==> src/rtl/mod_n_down_counter.sv <==
// Loadable mod-N down-counter with a shadowed, wrap-synchronised modulus.
// Emits a registered one-cycle borrow pulse after each wrap to zero.
module mod_n_down_counter #(
    parameter int N      = 6,
    parameter int LENGTH = 3
) (
    input  logic              clk,
    input  logic              rst_n,
    input  logic              en,
    input  logic              clr,
    input  logic              load,
    input  logic [LENGTH-1:0] load_val,
    input  logic              top_wr,
    input  logic [LENGTH-1:0] top_val,
    output logic [LENGTH-1:0] counter,
    output logic [LENGTH-1:0] top_active,
    output logic              borrow,
    output logic              zero
);

    generate
        if (N < 1 || N > (1 << LENGTH)) begin : g_bad_n
            $error("mod_n_down_counter: N must lie in 1..2**LENGTH");
        end
    endgenerate

    localparam logic [LENGTH-1:0] RST_TOP = LENGTH'(N - 1);

    logic [LENGTH-1:0] shadow;
    logic              pend;

    function automatic logic [LENGTH-1:0] sat_to_top(input logic [LENGTH-1:0] v,
                                                     input logic [LENGTH-1:0] top);
        return (v > top) ? top : v;
    endfunction

    always_ff @(posedge clk or negedge rst_n) begin
        if (!rst_n) begin
            counter    <= RST_TOP;
            top_active <= RST_TOP;
            shadow     <= RST_TOP;
            pend       <= 1'b0;
            borrow     <= 1'b0;
        end else begin
            borrow <= 1'b0;
            if (top_wr) begin
                shadow <= top_val;
                pend   <= 1'b1;
            end
            if (clr) begin
                // A same-cycle write bypasses the shadow so clear restarts on the newest top.
                if (top_wr) begin
                    top_active <= top_val;
                    counter    <= top_val;
                    pend       <= 1'b0;
                end else if (pend) begin
                    top_active <= shadow;
                    counter    <= shadow;
                    pend       <= 1'b0;
                end else begin
                    counter <= top_active;
                end
            end else if (load) begin
                counter <= sat_to_top(load_val, top_active);
            end else if (en) begin
                if (counter != '0) begin
                    counter <= counter - 1'b1;
                end else begin
                    borrow <= 1'b1;
                    // A write landing on the wrap edge stays pending for the following wrap.
                    if (pend) begin
                        top_active <= shadow;
                        counter    <= shadow;
                        pend       <= top_wr;
                    end else begin
                        counter <= top_active;
                    end
                end
            end
        end
    end

    assign zero = (counter == '0);

endmodule
==> config.mk <==
export PLATFORM = sky130hd
export DESIGN_NAME = mod_n_down_counter
export DESIGN_NICKNAME = d
export VERILOG_FILES = /design/src/rtl/mod_n_down_counter.sv
export SDC_FILE = /design/constraint.sdc
export NUM_CORES = 1
export LEC_CHECK = 0
export CAP_MARGIN = 40
export CORE_ASPECT_RATIO = 0.75
export CORE_MARGIN = 2
export CORE_UTILIZATION = 35
export DETAILED_ROUTE_END_ITERATION = 10
export HOLD_SLACK_MARGIN = 0.05
export PLACE_DENSITY = 0.66
export RECOVER_POWER = 25
export SYNTH_ARGS = -nofsm -noshare
export SYNTH_HDL_FRONTEND = slang
export SYNTH_SLANG_ARGS = --single-unit
==> constraint.sdc <==
create_clock -name clk -period 4.15 [get_ports clk]
set_input_delay 0.83 -clock clk [delete_from_list [all_inputs] [get_ports clk]]
set_output_delay 0.83 -clock clk [all_outputs]
set_load 0.005 [all_outputs]
==> qor.yml <==
worstPathArrival_ps: 1770
required_ps: 3320
coreArea_mm2: 0.00198
cts_max_level: 1
max-slew-margin-rel_pct: 68.9
critPathMaxFanout: 5
portBuffers: 19
endpoint: "zero"
clock_latency_ps: 270
first_pass_iters: 4
dp_hpwl_mm: 1.28
final-max-slew-violation-count: 0
synth_top_area_cell: "dfstp_2"
worst-r2r-setup-slack_ps: 2430
postSynthAreaPerCell_um2: 8.74
die_w_um: 56.6
layout-drive-gt1-share_pct: 10.8
tns_ps: 0
yosysUniqueCellTypes: 23
cp-startpoint: "counter[0]"
skew_ps: 6.05
post_cts_resized: 0
power.density_mw_per_mm2: 354
cts_sinks: 11
clockPowerShare_pct: 21.2
syn_to_final_growth_pct: 31.6
final_net_count: 120
row_count: 14
rsz0062_at_grt: "false"
grt_pass1_wl_mm: 2.72
netlist.area_leader.share_pct: 21.7
synthFlopType: "dfstp_2"
synth_cells: 83
ys_warn_count: 0
hold-worst-slack_ps: 473
dpl_worst_slack_ps: 1700
path_buf_inv: 3
synthArstFlopShare_pct: 100
ys_seq_area_share_pct: 39.0
comb_power_share_pct: 36.6
n_antenna_cell: 0
die_area_mm2: 0.00246
cts_setup_buffers: 0
grt_usage_pct: 14.8
setup_viol: 0
outcome: "finished, final reports clean"
power_mw: 0.338
synth.most_common_cell: "inv_1"
cts_hold_buf: 0
remaining_drc_errors: 0
first_global_vias: 605
finalNonFillerCells: 126
path_depth: 5
r2r_start: "top_active[2]"
min_period_ps: 2600
gp_congestion: 0.768
synth-seq-cells: 11
fin_ws_ps: 1550
synthTopCellsByArea: "dfstp_2 (22%), dfrtp_1 (17%), mux2i_1 (9.7%)"
die_h_um: 43.4
start_util_pct: 36.7
fmax_ghz: 0.384
path_clk_slew_ps: 70
p_switching_mw: 0.107
power.leakage_nw: 0.425
hp-class: "flop to flop"
wirelength_mm: 1.59
cell_internal_pwr_mw: 0.231
syn_nets: 100
gr-total-overflow: 0
path_common_cell: "inv_1"
crit_chain: "inv_1 > ha_1 > nand2b_4 > inv_1 > clkdlybuf4s50_1"
worst_pin_slew_ps: 465
r2r-end: "counter[2]"
viasPerCell: 5.13
maxCapViolations: 0
sw_frac_of_total_pct: 31.7
synth_edf_count: 0
ys_top_cells_by_count: "inv_1 (10), nand2_1 (8), mux2i_1 (7), nor2_1 (7)"
placed_cells: 122
crit_path_max_incr_delay_ps: 570
numCtsBuffers: 3
seqPwrFrac_pct: 42.2
cts_tree: "done"
syn-cell-area_um2: 726
reg2reg_depth: 6
wl_per_cell_um: 12.6
finalHoldViolations: 0
cp-start-kind: "flop"
peakVddDrop_mv: 0.157
via_count: 646
drtIter0Drc: 14
max-clock-path-buffers: 2
end_kind: "output pin"
cts_root_buffer: "clkbuf_4"
grt_max_degree: 13
slowest_stage: "dfstp_2"
ant_nets: 0
grt_antenna_before_repair: 0
ios: 20
fin_crit_sh_pct: 62.7
critPathTopFamily: "buffers and inverters"
crit_type: "flop to output pin"
[placed cells by master (no fill, tap or decap), drive strengths merged, types with 2 or more instances in the layout]
cell type	count
nand2	8
mux2i	7
ha	5
clkbuf	4
o21ai	9
dfrtp	5
clkdlybuf4s50	18
a21oi	6
a22oi	2
o211ai	3
dfstp	6
inv	10
nor2	7
nand2b	3
or3	2
[area by class of cell]
class	instances	area, µm²
Multi-Input combinational cell	58	388
Fill cell	199	1020
Sequential cell	11	283
Timing Repair Buffer	19	190
Inverter	10	37.5
Tap cell	24	30.0
Clock buffer	4	26.3
[per-stage QoR]
stage | utilization [%] | area, µm²
floorplan | - | 726
global placement | 46.9 | 928
detailed placement | 46.9 | 928
CTS | 48.2 | 955
global route | 48.2 | 955
finish | 48.2 | 955
[flip-flops by register name, summed over array words and instances (netlist names)]
signal	cells
shadow	3
pend	1
borrow	1
top_active	3
counter	3
[worst register-to-register path: stages (launching register included)]
cell	delay (ps)
dfstp_2	570
inv_1	50
ha_1	280
a32oi_1	210
o21ai_1	170
mux2i_1	160
o221ai_1	190
[per-layer routing]
layer | global-route usage, % | share of wire (%) | vias up | routed length (µm)
met1 | 19.1 | 46 | 299 | 732
met5 | 0 | 0 | - | 0
met4 | 4.29 | 0.31 | 0 | 5
li1 | - | - | 325 | -
met3 | 5.07 | 6.5 | 2 | 103
met2 | 23.7 | 47 | 20 | 748
[power by group through the flow]
stage               registers [mW]  logic [mW]  clock network, mW
floorplan                    0.140      0.0729                  0
global placement             0.145       0.119                  0
detailed placement           0.145       0.124                  0
CTS                          0.143       0.125             0.0742
global route                 0.146       0.137             0.0779
finish                       0.143       0.124             0.0718
[worst min-delay path by stage]
stage               startpoint         to  slack, ps  depth (start not counted)
floorplan            shadow[0]  shadow[0]        450                          2
global placement     shadow[0]  shadow[0]        460                          2
detailed placement   shadow[0]  shadow[0]        470                          2
CTS                  shadow[0]  shadow[0]        480                          2
global route         shadow[0]  shadow[0]        520                          2
finish               shadow[0]  shadow[0]        470                          2
[logic make-up (layout without fill, tap and decap cells)]
| family | after synthesis | count (layout) | synth area share (%) |
|---|---|---|---|
| AOI/OAI and AO/OA | 23 | 23 | 19.1 |
| and+or+nand+nor | 22 | 22 | 14.5 |
| buffers and inverters | 14 | 33 | 7.59 |
| DFF | 11 | 11 | 39.0 |
| muxes | 8 | 8 | 11.2 |
| adders and majority gates | 5 | 5 | 8.62 |
(Power assumes the default switching activity.)
